`src/rtl/wb_rr_arbiter_pkg.sv`:
```
// Shared types and constants for the two-master Wishbone round-robin arbiter.
package wb_rr_arbiter_pkg;

    localparam int unsigned ADR_W       = 32;
    localparam int unsigned DAT_W       = 32;
    localparam int unsigned SEL_W       = 4;
    localparam int unsigned DEF_TIMEOUT = 1024;

    typedef enum logic [1:0] {
        ST_IDLE = 2'd0,
        ST_GNT0 = 2'd1,
        ST_GNT1 = 2'd2
    } arb_state_e;

    // Tie-break from IDLE: the master that did not own the bus last time wins.
    function automatic arb_state_e rr_pick(input logic last_gnt);
        return last_gnt ? ST_GNT0 : ST_GNT1;
    endfunction

endpackage

```
`src/rtl/wb_rr_arbiter_if.sv`:
```
// One Wishbone classic bus segment. The arbiter sees each LM32 master through
// the slave modport and drives the shared downstream port through master.
interface wb_rr_arbiter_if;
    import wb_rr_arbiter_pkg::*;

    logic [ADR_W-1:0] adr;
    logic [DAT_W-1:0] dat_w;
    logic [DAT_W-1:0] dat_r;
    logic [SEL_W-1:0] sel;
    logic             we;
    logic             cyc;
    logic             stb;
    logic             ack;
    logic             err;

    // Bus initiator view; the downstream interconnect never reports err.
    modport master (
        output adr, dat_w, sel, we, cyc, stb,
        input  dat_r, ack
    );

    // Bus target view.
    modport slave (
        input  adr, dat_w, sel, we, cyc, stb,
        output dat_r, ack, err
    );

endinterface

```
`src/rtl/wb_rr_arbiter_tmo.sv`:
```
// Bus-timeout watchdog counter: clear wins over increment so the count never
// wraps, and tc flags the last cycle a granted strobe may wait for ack.
module wb_rr_arbiter_tmo #(
    parameter int unsigned TIMEOUT = 1024,
    parameter int unsigned TMO_W   = 10
) (
    input  logic clk,
    input  logic reset,
    input  logic clr,
    input  logic inc,
    output logic tc
);

    localparam logic [TMO_W-1:0] TC_VAL = TMO_W'(TIMEOUT - 1);

    logic [TMO_W-1:0] cnt;

    // Wait counter: cleared on any clr, otherwise counts granted-strobe cycles.
    always_ff @(posedge clk or posedge reset) begin
        if (reset) begin
            cnt <= '0;
        end else if (clr) begin
            cnt <= '0;
        end else if (inc) begin
            cnt <= cnt + TMO_W'(1);
        end
    end

    assign tc = (cnt == TC_VAL);

endmodule

```
`src/rtl/wb_rr_arbiter.sv`:
```
// Two-master round-robin Wishbone arbiter (LM32 instruction + data buses) in
// front of the address decoder. Grant is locked for the whole cyc; a strobe
// left unacknowledged for TIMEOUT cycles is aborted with err to its master,
// an irq pulse, and the offending address captured for firmware.
//
//  state   | meaning
//  --------+-----------------------------------------------------------
//  IDLE    | no owner, slave sees cyc=stb=0 and zeroed address/data
//  GNT0    | master0 (instruction) owns the slave until it drops cyc
//  GNT1    | master1 (data) owns the slave until it drops cyc
module wb_rr_arbiter
    import wb_rr_arbiter_pkg::*;
#(
    parameter int unsigned TIMEOUT = DEF_TIMEOUT,
    parameter int unsigned TMO_W   = $clog2(TIMEOUT)
) (
    input  logic                clk,
    input  logic                reset,
    wb_rr_arbiter_if.slave      m0,
    wb_rr_arbiter_if.slave      m1,
    wb_rr_arbiter_if.master     s,
    output logic                tmo_irq,
    output logic [ADR_W-1:0]    tmo_adr
);

    arb_state_e state;
    arb_state_e state_nxt;
    logic       last_gnt;
    logic       last_gnt_nxt;

    logic       gnt0;
    logic       gnt1;
    logic       gnt_stb;
    logic       tmo_tc;
    logic       tmo_fire;
    logic       tmo_clr;

    assign gnt0    = (state == ST_GNT0);
    assign gnt1    = (state == ST_GNT1);
    assign gnt_stb = (gnt0 & m0.stb) | (gnt1 & m1.stb);

    // A timeout only fires on a live granted strobe; a coincident ack wins.
    assign tmo_fire = gnt_stb & tmo_tc & ~s.ack;
    assign tmo_clr  = ~gnt_stb | s.ack | tmo_fire;

    wb_rr_arbiter_tmo #(
        .TIMEOUT (TIMEOUT),
        .TMO_W   (TMO_W)
    ) u_tmo (
        .clk   (clk),
        .reset (reset),
        .clr   (tmo_clr),
        .inc   (gnt_stb),
        .tc    (tmo_tc)
    );

    // Arbitration state and round-robin history.
    always_ff @(posedge clk or posedge reset) begin
        if (reset) begin
            state    <= ST_IDLE;
            last_gnt <= 1'b1;
        end else begin
            state    <= state_nxt;
            last_gnt <= last_gnt_nxt;
        end
    end

    // Next grant: cyc-locked ownership, hand over directly when the other waits.
    always_comb begin
        state_nxt    = state;
        last_gnt_nxt = last_gnt;
        unique case (state)
            ST_IDLE: begin
                if (m0.cyc && m1.cyc) begin
                    state_nxt = rr_pick(last_gnt);
                end else if (m0.cyc) begin
                    state_nxt = ST_GNT0;
                end else if (m1.cyc) begin
                    state_nxt = ST_GNT1;
                end
            end
            ST_GNT0: begin
                if (!m0.cyc) begin
                    last_gnt_nxt = 1'b0;
                    state_nxt    = m1.cyc ? ST_GNT1 : ST_IDLE;
                end
            end
            ST_GNT1: begin
                if (!m1.cyc) begin
                    last_gnt_nxt = 1'b1;
                    state_nxt    = m0.cyc ? ST_GNT0 : ST_IDLE;
                end
            end
            default: begin
                state_nxt = ST_IDLE;
            end
        endcase
    end

    // Route the owner to the slave; the abort cycle withdraws cyc/stb.
    always_comb begin
        s.adr   = '0;
        s.dat_w = '0;
        s.sel   = '0;
        s.we    = 1'b0;
        s.cyc   = 1'b0;
        s.stb   = 1'b0;
        if (gnt0) begin
            s.adr   = m0.adr;
            s.dat_w = m0.dat_w;
            s.sel   = m0.sel;
            s.we    = m0.we;
            s.cyc   = m0.cyc & ~tmo_fire;
            s.stb   = m0.stb & ~tmo_fire;
        end else if (gnt1) begin
            s.adr   = m1.adr;
            s.dat_w = m1.dat_w;
            s.sel   = m1.sel;
            s.we    = m1.we;
            s.cyc   = m1.cyc & ~tmo_fire;
            s.stb   = m1.stb & ~tmo_fire;
        end
    end

    // Read data is shared; only ack/err are qualified by ownership.
    assign m0.dat_r = s.dat_r;
    assign m1.dat_r = s.dat_r;
    assign m0.ack   = s.ack & gnt0 & m0.stb;
    assign m1.ack   = s.ack & gnt1 & m1.stb;
    assign m0.err   = tmo_fire & gnt0;
    assign m1.err   = tmo_fire & gnt1;
    assign tmo_irq  = tmo_fire;

    // Sticky record of the last address that timed out.
    always_ff @(posedge clk or posedge reset) begin
        if (reset) begin
            tmo_adr <= '0;
        end else if (tmo_fire) begin
            tmo_adr <= s.adr;
        end
    end

endmodule

```
`src/flat_wrapper.sv`:
```
// flat-port wrapper written by rule: the top's interface ports become plain ports
module wb_rr_arbiter_flat import wb_rr_arbiter_pkg::*;
#(
    parameter int unsigned TIMEOUT = DEF_TIMEOUT,
    parameter int unsigned TMO_W   = $clog2(TIMEOUT)
)
  (clk, reset, tmo_irq, tmo_adr, m0_adr, m0_dat_w, m0_sel, m0_we, m0_cyc, m0_stb, m0_dat_r, m0_ack, m0_err, m1_adr, m1_dat_w, m1_sel, m1_we, m1_cyc, m1_stb, m1_dat_r, m1_ack, m1_err, s_adr, s_dat_w, s_sel, s_we, s_cyc, s_stb, s_dat_r, s_ack);
  wb_rr_arbiter_if m0_i ();
  wb_rr_arbiter_if m1_i ();
  wb_rr_arbiter_if s_i ();
  input  logic clk;
  input  logic reset;
  output logic tmo_irq;
  output logic [ADR_W-1:0] tmo_adr;
  input wire logic [$bits(m0_i.adr)-1:0] m0_adr;
  input wire logic [$bits(m0_i.dat_w)-1:0] m0_dat_w;
  input wire logic [$bits(m0_i.sel)-1:0] m0_sel;
  input wire logic [$bits(m0_i.we)-1:0] m0_we;
  input wire logic [$bits(m0_i.cyc)-1:0] m0_cyc;
  input wire logic [$bits(m0_i.stb)-1:0] m0_stb;
  output wire logic [$bits(m0_i.dat_r)-1:0] m0_dat_r;
  output wire logic [$bits(m0_i.ack)-1:0] m0_ack;
  output wire logic [$bits(m0_i.err)-1:0] m0_err;
  input wire logic [$bits(m1_i.adr)-1:0] m1_adr;
  input wire logic [$bits(m1_i.dat_w)-1:0] m1_dat_w;
  input wire logic [$bits(m1_i.sel)-1:0] m1_sel;
  input wire logic [$bits(m1_i.we)-1:0] m1_we;
  input wire logic [$bits(m1_i.cyc)-1:0] m1_cyc;
  input wire logic [$bits(m1_i.stb)-1:0] m1_stb;
  output wire logic [$bits(m1_i.dat_r)-1:0] m1_dat_r;
  output wire logic [$bits(m1_i.ack)-1:0] m1_ack;
  output wire logic [$bits(m1_i.err)-1:0] m1_err;
  output wire logic [$bits(s_i.adr)-1:0] s_adr;
  output wire logic [$bits(s_i.dat_w)-1:0] s_dat_w;
  output wire logic [$bits(s_i.sel)-1:0] s_sel;
  output wire logic [$bits(s_i.we)-1:0] s_we;
  output wire logic [$bits(s_i.cyc)-1:0] s_cyc;
  output wire logic [$bits(s_i.stb)-1:0] s_stb;
  input wire logic [$bits(s_i.dat_r)-1:0] s_dat_r;
  input wire logic [$bits(s_i.ack)-1:0] s_ack;
  assign m0_i.adr = m0_adr;
  assign m0_i.dat_w = m0_dat_w;
  assign m0_i.sel = m0_sel;
  assign m0_i.we = m0_we;
  assign m0_i.cyc = m0_cyc;
  assign m0_i.stb = m0_stb;
  assign m0_dat_r = m0_i.dat_r;
  assign m0_ack = m0_i.ack;
  assign m0_err = m0_i.err;
  assign m1_i.adr = m1_adr;
  assign m1_i.dat_w = m1_dat_w;
  assign m1_i.sel = m1_sel;
  assign m1_i.we = m1_we;
  assign m1_i.cyc = m1_cyc;
  assign m1_i.stb = m1_stb;
  assign m1_dat_r = m1_i.dat_r;
  assign m1_ack = m1_i.ack;
  assign m1_err = m1_i.err;
  assign s_adr = s_i.adr;
  assign s_dat_w = s_i.dat_w;
  assign s_sel = s_i.sel;
  assign s_we = s_i.we;
  assign s_cyc = s_i.cyc;
  assign s_stb = s_i.stb;
  assign s_i.dat_r = s_dat_r;
  assign s_i.ack = s_ack;
  wb_rr_arbiter #(.TIMEOUT(TIMEOUT), .TMO_W(TMO_W)) u_core (.clk(clk), .reset(reset), .m0(m0_i), .m1(m1_i), .s(s_i), .tmo_irq(tmo_irq), .tmo_adr(tmo_adr));
endmodule
```
`config.mk`:
```
export PLATFORM = sky130hd
export DESIGN_NAME = wb_rr_arbiter_flat
export DESIGN_NICKNAME = d
export VERILOG_FILES = /design/src/rtl/wb_rr_arbiter_pkg.sv /design/src/rtl/wb_rr_arbiter_if.sv /design/src/rtl/wb_rr_arbiter_tmo.sv /design/src/rtl/wb_rr_arbiter.sv /design/src/flat_wrapper.sv
export SDC_FILE = /design/constraint.sdc
export NUM_CORES = 1
export LEC_CHECK = 0
export ABC_AREA = 1
export CORE_AREA = 10 10 126 128
export DETAILED_ROUTE_END_ITERATION = 16
export DIE_AREA = 0 0 136 138
export PLACE_DENSITY = 0.77
export SKIP_CTS_REPAIR_TIMING = 1
export SLEW_MARGIN = 20
export SYNTH_ARGS = -nofsm -noshare
export SYNTH_HDL_FRONTEND = slang
export SYNTH_HIERARCHICAL = 1
export SYNTH_SLANG_ARGS = --single-unit
export TNS_END_PERCENT = 5
```
`constraint.sdc`:
```
create_clock -name clk -period 3.5 [get_ports clk]
set_clock_uncertainty 0.1 [all_clocks]
set_input_delay 0.7 -clock clk [delete_from_list [all_inputs] [get_ports clk]]
set_output_delay 0.7 -clock clk [all_outputs]
set_load 0.02 [all_outputs]
```
Yosys cells after proc, flatten, opt, wreduce, memory -nomap -nowiden
Index checks and enable logic that the tools add are counted.
{ "classes": {"addsub": 1, "eq_ne": 6, "mux": 26, "bitwise": 20, "reduce_logical": 6} }
{ "op_table": {"columns": ["cell", "n"], "rows": [
  ["32-bit two-way mux", 4],
  ["10-bit two-way mux", 2],
  ["1-bit bitwise AND", 14],
  ["2-bit two-way mux", 7],
  ["10-bit by 1-bit adder with 10-bit output (second input constant)", 1],
  ["10-bit == test (second input constant)", 1],
  ["1-bit two-way mux", 9],
  ["4-bit two-way mux", 2],
  ["2-bit case mux with 3 select lines", 1],
  ["3-bit AND reduction", 2],
  ["2-bit != test (second input constant)", 2],
  ["4-bit by 3-bit != test with 1-bit output (second input constant)", 1],
  ["2-bit nonzero test", 2],
  ["1-bit NOT", 3],
  ["1-bit bitwise OR", 3],
  ["2-bit by 1-bit == test with 1-bit output (second input constant)", 1],
  ["2-bit == test (second input constant)", 1],
  ["2-bit logical NOT", 1],
  ["1-bit case mux with 2 select lines", 1],
  ["1-bit logical AND", 1]
]} }
{ "totals": {"ff_bits": 45, "inputBits": 177, "wordCells": 63} }

Logic depth before layout (Yosys ltp)
Gate-level depths: netlist of run 1.
{ "depth": {"depth_word": 9, "mapped_depth": 15} }

By module
The synthesis of run 1 kept the hierarchy.
{ "modules_own_cells": {"columns": ["mod", "instances", "cells_each", "area_each_um2"], "rows": [
  ["wb_rr_arbiter", 1, 484, 3169.3],
  ["wb_rr_arbiter_tmo", 1, 76, 583.1]
]} }

Least setup slack after synthesis of run 1
OpenSTA, ideal clock, no wires.
{ "synth_timing": {"kind": "register -> output", "from": "reg u_core.u_tmo.cnt[0]", "to": "out m0_err", "t_arrival_ns": 1.611, "t_required_ns": 2.700, "path_slack_ns": 1.089, "path_stages_with_launch": 10, "cell_sequence": "dfrtp_1 -> ha_1 -> nand2_1 -> inv_1 -> nand3_1 -> nor3_1 -> buf_2 -> nand3_4 -> buf_6 -> nor2_1"} }
{ "synth_via": {"elab_chain_cells": 4} }
{ "synth_lines": {"columns": ["item", "line", "text"], "rows": [
  ["start: declaration", "wb_rr_arbiter_tmo.sv:16", "logic [TMO_W-1:0] cnt;"],
  ["start signal: assignment", "wb_rr_arbiter_tmo.sv:25", "cnt <= cnt + TMO_W'(1);"],
  ["10-bit == test", "wb_rr_arbiter_tmo.sv:29", "assign tc = (cnt == TC_VAL);"],
  ["via u_core.tmo_tc", "wb_rr_arbiter.sv:34", "logic tmo_tc;"],
  ["1-bit bitwise AND (2 in series)", "wb_rr_arbiter.sv:43", "assign tmo_fire = gnt_stb & tmo_tc & ~s.ack;"],
  ["1-bit bitwise AND", "wb_rr_arbiter.sv:130", "assign m0.err = tmo_fire & gnt0;"],
  ["end: declaration", "flat_wrapper.sv:23", "output wire logic [$bits(m0_i.err)-1:0] m0_err;"]
]} }
The timed path passes the listed nets, and every way through them passes these cells.

Worst setup path after layout of run 1
Same ends and word-level chain as after synthesis.

==> results of run 1 <==
==> area by class of cell <==
| class | instances | area, µm² | share of cell area (%) |
|---|---|---|---|
| Clock inverter | 2 | 35.03 | 0.5746 |
| Timing Repair Buffer | 263 | 2665 | 43.71 |
| Multi-Input combinational cell | 386 | 1836 | 30.10 |
| Clock buffer | 5 | 125.1 | 2.052 |
| Antenna cell | 1 | 2.502 | 0.04104 |
| Tap cell | 180 | 225.2 | 3.694 |
| Inverter | 21 | 78.83 | 1.293 |
| Sequential cell | 45 | 1130 | 18.53 |
==> cell usage after synthesis, types with 4 or more instances <==
cell type  instances  area share [%]
nand4_1           34             5.7
nor2_4             4             1.2
nor2_1            19             1.9
inv_1             17             1.7
o21ai_0            8             1.1
clkbuf_1           5            0.50
buf_2             32             4.3
a21oi_1            4            0.53
nand3_1          145              19
nand3_2            4             1.1
nand2_1          159              16
dfrtp_1           44              29
inv_2              4            0.40
buf_4             66              13
==> routing by layer <==
metal | up-vias | GRT usage [%] | share of wire (%)
met1 | 1971 | 20.63 | 41
met2 | 184 | 27.07 | 48
met3 | 22 | 6.703 | 9.5
met5 | - | 0 | 0.078
li1 | 2126 | - | -
met4 | 2 | 3.758 | 1.3
==> state kept, by name (all words and copies together) (netlist names) <==
name	count
u_core/u_tmo/cnt	10
u_core/tmo_adr	32
u_core/state	2
u_core/last_gnt	1
==> logic make-up after synthesis <==
group	Yosys count
AND/OR/NAND/NOR	371
buffers and inverters	129
flip-flops	45
AO/OA/AOI/OAI	13
XOR/XNOR	1
adder cells (fa/ha/maj)	1
==> worst paths after layout <==
path                                        to  slack [ns]           startpoint  cells past startpoint
max in group asynchronous      u_core/last_gnt        1.91                reset                      3
min in group asynchronous  u_core/u_tmo/cnt[3]        0.66                reset                      2
hold / removal              u_core/tmo_adr[11]        0.38   u_core/tmo_adr[11]                      2
setup reg to reg           u_core/u_tmo/cnt[5]        0.92  u_core/u_tmo/cnt[0]                     13
setup / recovery                        m0_err        0.38  u_core/u_tmo/cnt[0]                      8
hold reg to reg             u_core/tmo_adr[11]        0.38   u_core/tmo_adr[11]                      2
==> worst max-delay path: cells and delay by family, from the launching register on <==
family / cells / cell delay [ns]
buf+inv: 2 / 0.69
flops: 1 / 0.41
fa+ha+maj: 1 / 0.21
simple gates: 5 / 0.73
==> cells in the final DEF (no fill, tap or decap), types with 2 or more instances in the layout <==
cell type and n:
clkdlybuf4s50_1 251, buf_12 5, inv_1 16, dfrtp_1 42, nor2_1 19, nor3_1 2
nand3_2 4, inv_2 5, nand4_1 34, o21ai_0 8, clkbuf_16 5, a21oi_1 4
dfrtp_2 2, buf_4 7, nand2_1 159, nand3_1 145, nor2_4 4
==> through the flow <==
step	hold slack [ns]	cells	total power [µW]	worst slack, ns
after floorplan	0.3781	560	2173	1.089
after global placement	0.3626	895	3334	0.5009
after detailed placement	0.3643	895	3335	0.4897
after CTS	0.3838	902	3885	0.3239
after global routing	0.3996	903	4072	0.2173
final	0.3777	903	3839	0.3755
==> power by group <==
part           switching, µW  internal [µW]  total (µW)
combinational           1640           1110        2750
clock                    192            332         524
sequential              18.7            545         564
==> summary.md, run 1 <==
| Metric | Value |
|---|---|
| Tmin final | 3.124 ns |
| All-Layer GR Usage | 16.85% |
| Number of synthesized flops with an enable pin | 0 |
| Unrepaired setup endpoints after global routing | false |
| Final cycle utilization of the critical path | 89.27% |
| DR WL/cell | 18.50 µm |
| Synth-to-Final Area Change | 62.49% |
| Clock Pin Slew Worst Setup and Hold Paths | 0.06 ns |
| Root Buffer | clkbuf_16 |
| Critical path arrival | 2.32 ns |
| Worst skew pair latency | 0.28 ns |
| Crit-path max FO | 5 |
| Fill count | 1346 |
| Post-synthesis mux area share | 0% |
| DP HPWL | 12.94 mm |
| # rows | 43 |
| Post-Route WL | 16.70 mm |
| Starting Density | 27.79% |
| Core region area | 13500 µm² |
| I/O Buffers | 252 |
| Synth Area in XOR/XNOR | 0.2334% |
| CP Cell Sequence | ha_1 > nand2_1 > inv_1 > nand3_1 > nor3_2 > nand3_4 > nor2_1 > clkdlybuf4s50_1 |
| Setup TNS | 0 ns |
| Setup CP Type | reg -> out |
| Crit. End Element | output port |
| Synth Area per Inst | 6.701 µm² |
| Largest family of logic cells by synthesized area | simple AND/OR/NAND/NOR gates |
| Ys Warns | 6 |
| Post-detailed-route count of antenna-violating nets | 0 |
| Simple-gate share of the synthesized area | 46.42% |
| TritonCTS clock tree | done |
| Max-cap violations | 0 |
| Sequential area share after synthesis | 30.04% |
| Final Max Slew Viols | 0 |
| Nets | 900 |
| DP Area | 5934 µm² |
| Peak supply drop | 0.0005656 V |
| DIE WIDTH | 136 µm |
| Die area | 18770 µm² |
| Max clock buf depth | 2 |
| GPL Wtd Cong | 0.8406 |
| Vias in the first global route | 4258 |
| CP required | 2.70 ns |
| IO Pins | 349 |
| Worst slew margin | 60.00% |
| DR vias/cell | 4.767 |
| Initial antenna violation count | 2 |
| CP max stage delay | 0.61 ns |
| Hold Fails Final Rpt | 0 |
| Startpoint Class | flop |
| Clock sink total | 45 |
| Final design utilization | 45.15% |
| H-tree depth | 2 |
| Via count | 4305 |
| Detailed Route Iter0 Violations | 245 |
| Synth Register Bits | 45 |
| Syn Inst Count | 560 |
| Syn Std Cell Area | 3752 µm² |
| Hold Path Class | reg -> reg |
| Most used flip-flop cell after synthesis | dfrtp_1 |
| Pwr per Cell Area | 629.6 nW/µm² |
| Num CTS Buffers | 5 |
| Async set-reset flop share out of synthesis | 100.0% |
| Share of cells above drive strength 1 | 5.402% |
| Crit-path slowest cell | clkdlybuf4s50_1 |
| Slew @ Worst Pin | 0.5991 ns |
| Leakage | 0.002771 µW |
| Synth Area in Adders | 0.3334% |
| Final instance area | 6097 µm² |
| Max Freq | 320.1 MHz |
| Status | complete, no violations |
| Total gr overflow | 0 |
| Area fraction in compound gates after synthesis | 1.801% |
| First-pass GRT wire length | 25.15 mm |
| Vert. Die Dim | 138 µm |
| DR DRC count | 0 |
| Syn_nets | 738 |
| Setup Viol. Count Final | 0 |
| Synth cell types | 24 |
| Iteration count of the initial detailed-routing pass | 7 |
| Largest net degree at the start of global routing | 74 |
Power figures use the tool's default switching activity.
==> run 2, diff against run 1 <==
--- a/config.mk
+++ b/config.mk
@@ -6,14 +6,14 @@
 export NUM_CORES = 1
 export LEC_CHECK = 0
 export ABC_AREA = 1
-export CORE_AREA = 10 10 126 128
+export CORE_AREA = 10 10 127 129
 export DETAILED_ROUTE_END_ITERATION = 16
-export DIE_AREA = 0 0 136 138
-export PLACE_DENSITY = 0.77
+export DIE_AREA = 0 0 137 139
+export PLACE_DENSITY = 0.72
 export SKIP_CTS_REPAIR_TIMING = 1
+export SKIP_LAST_GASP = 1
 export SLEW_MARGIN = 20
 export SYNTH_ARGS = -nofsm -noshare
 export SYNTH_HDL_FRONTEND = slang
-export SYNTH_HIERARCHICAL = 1
 export SYNTH_SLANG_ARGS = --single-unit
 export TNS_END_PERCENT = 5
==> constraint.sdc (replaced) <==
create_clock -name clk -period 3.5 [get_ports clk]
set_clock_uncertainty 0.1 [all_clocks]
set_input_delay 0.35 -clock clk [delete_from_list [all_inputs] [get_ports clk]]
set_output_delay 0.35 -clock clk [all_outputs]
set_load 0.02 [all_outputs]
==> run 2 against run 1 <==
Effect of this change: area after synthesis down 13%; clock power up 5.7%; setup slack improved by 0.35 ns; clock-buffer cell count unchanged; non-clock buffer count is 4 lower; total power shrank 16%; routed wire length decreased by 19%; synthesized cell count is 20% lower; global-route usage decreased by 3.4 points; maximum frequency increased by 13%; combinational power shrank 24%.
==> summary.md, run 2 <==
| Metric | Value |
|---|---|
| Vias in the first global route | 3523 |
| Worst skew pair latency | 0.29 ns |
| Most used flip-flop cell after synthesis | dfrtp_1 |
| DP Cell Count | 805 |
| Slew @ Worst Pin | 0.8171 ns |
| Synth area leaders | dfrtp_1 (34%), nand2_1 (25%), buf_4 (15%), a22o_1 (10%), nor2_1 (2.5%) |
| Post-synth top cells | nand2_1 (214), buf_4 (65), dfrtp_1 (44) |
| Core region area | 13670 µm² |
| Post-detailed-route count of antenna-violating nets | 0 |
| Hold Path Class | reg -> reg |
| Vert. Die Dim | 139 µm |
| Post-Route WL | 13.55 mm |
| CP required | 3.05 ns |
| Leakage | 0.002530 µW |
| Critical path arrival | 2.33 ns |
| Setup CP Type | reg -> out |
| Final design utilization | 41.14% |
| Power Internal | 1856 µW |
| Largest register FFs | 32 |
| Final cycle utilization of the critical path | 79.31% |
| Syn Std Cell Area | 3256 µm² |
| Setup Viol. Count Final | 0 |
| Psw | 1365 µW |
| Max-cap violations | 0 |
| Via count | 3412 |
| Most flops, register | u_core.tmo_adr |
| Unrepaired setup endpoints after global routing | false |
| Final Max Slew Viols | 0 |
| Max clock buf depth | 2 |
| Setup TNS | 0 ns |
| Sequential area share after synthesis | 34.63% |
| Nets | 810 |
| Worst slew margin | 45.46% |
| Tmin final | 2.776 ns |
| Clock sink total | 45 |
| Share of cells above drive strength 1 | 4.897% |
| Biggest regs | u_core.tmo_adr (32), u_core.u_tmo.cnt (10), u_core.state (2) |
| DR WL/cell | 16.66 µm |
| DP Area | 5448 µm² |
| Crit-path max FO | 18 |
| Hold Fails Final Rpt | 0 |
| Max Freq | 360.3 MHz |
| Startpoint Class | flop |
| IO Pins | 349 |
| All-Layer GR Usage | 13.41% |
| Pwr per Cell Area | 572.8 nW/µm² |
| H-tree depth | 2 |
| DIE WIDTH | 137 µm |
| DR vias/cell | 4.197 |
| R2r startpoint | u_core.u_tmo.cnt[0] |
| DR DRC count | 0 |
| Pwr Total | 3220 µW |
| Switching Fraction | 42.38% |
| GPL Wtd Cong | 0.8008 |
| Largest net degree at the start of global routing | 53 |
| Count leader, synth | nand2_1 |
| Status | complete, no violations |
| Die area | 19040 µm² |
| Final instance area | 5622 µm² |
| Syn Inst Count | 450 |
| Synth cell types | 24 |
| Combinational Power Share | 65.1% |
| Syn_nets | 628 |
| Detailed Route Iter0 Violations | 132 |
| First-pass GRT wire length | 20.33 mm |
| Total gr overflow | 0 |
| DP HPWL | 11.12 mm |
| Finished Layout Cells | 813 |
| Synth Area per Inst | 7.235 µm² |
| Crit. End Element | output port |
| Sequential power share | 17.7% |
| Most common cell after layout, fill and taps aside | clkdlybuf4s50_1 |
| Synth Register Bits | 45 |
| Initial antenna violation count | 0 |
| TritonCTS clock tree | done |
| Post-synth top area cell | dfrtp_1 |
| Most frequent cells in the layout | clkdlybuf4s50_1 (252), nand2_1 (214), dfrtp_1 (44), a22o_1 (37), nor2_1 (22) |
| Crit path from | u_core.u_tmo.cnt[0] |
| Peak supply drop | 0.0003340 V |
| Diodes inserted | 0 |
| Clock power frac | 17.2% |
| Iteration count of the initial detailed-routing pass | 4 |
| Num CTS Buffers | 5 |
| Async set-reset flop share out of synthesis | 100.0% |
| Clock Pin Slew Worst Setup and Hold Paths | 0.07 ns |
| # rows | 43 |
| Ys Warns | 0 |
| Number of synthesized flops with an enable pin | 0 |
| Synth top area share | 33.82% |
| I/O Buffers | 252 |
| Hold Path Origin | u_core.tmo_adr[29] |
| Root Buffer | clkbuf_16 |
| Synth-to-Final Area Change | 72.67% |
| Starting Density | 23.82% |
==> run 2: through the flow <==
stage | setup slack, ns | hold slack [ns]
floorplan | 1.533 | 0.3072
global placement | 0.9406 | 0.3538
detailed placement | 0.9347 | 0.3608
CTS | 0.7003 | 0.3776
global route | 0.5336 | 0.3990
finish | 0.7243 | 0.3739
==> run 2: kinds of logic (layout without fill, tap and decap cells) <==
logic type / after synthesis / in the layout / synth area share [%]
compound gates: 46 / 46 / 11.45
xor+xnor: 5 / 5 / 1.345
fa+ha+maj: 1 / 1 / 0.3843
buf+inv: 99 / 282 / 20.79
flops: 45 / 45 / 34.63
simple gates: 254 / 254 / 31.40
==> run 2: final timing paths <==
path,to,slack (ns),cells after the start
setup / recovery,tmo_irq,0.72,7
hold / removal,u_core.tmo_adr[29],0.37,2
setup reg to reg,u_core.tmo_adr[21],1.65,9
hold reg to reg,u_core.tmo_adr[29],0.37,2
max in group asynchronous,u_core.tmo_adr[21],2.39,2
min in group asynchronous,u_core.tmo_adr[3],0.43,2
==> run 2: cell type report <==
class | count | area (µm²)
Clock buffer | 5 | 125.1
Clock inverter | 3 | 47.55
Fill cell | 1434 | 8044
Inverter | 15 | 57.56
Multi-Input combinational cell | 306 | 1451
Sequential cell | 45 | 1127
Tap cell | 180 | 225.2
Timing Repair Buffer | 259 | 2587
==> run 2: worst max-delay path: stages (launching register included) <==
cell	delay, ns
dfrtp_1	0.43
ha_1	0.23
nand2_2	0.10
nor2_4	0.14
nand3_2	0.12
nor2_4	0.12
buf_4	0.24
clkdlybuf4s50_1	0.66
==> run 2: power groups by stage <==
stage	registers (µW)	logic, µW	clock network [µW]
finish	571	2100	554
global route	573	2250	607
CTS	571	2130	580
detailed placement	581	2120	0
global placement	580	2120	0
floorplan	576	1200	0
==> run 2: routing by layer <==
metal  up-vias  routed length [µm]  GRT usage, %
li1       1722                   -             -
met1      1504                5301         14.62
met2       155                6563         23.16
met3        31                1360         5.000
met4         0                 320         4.495
met5         -                   0             0
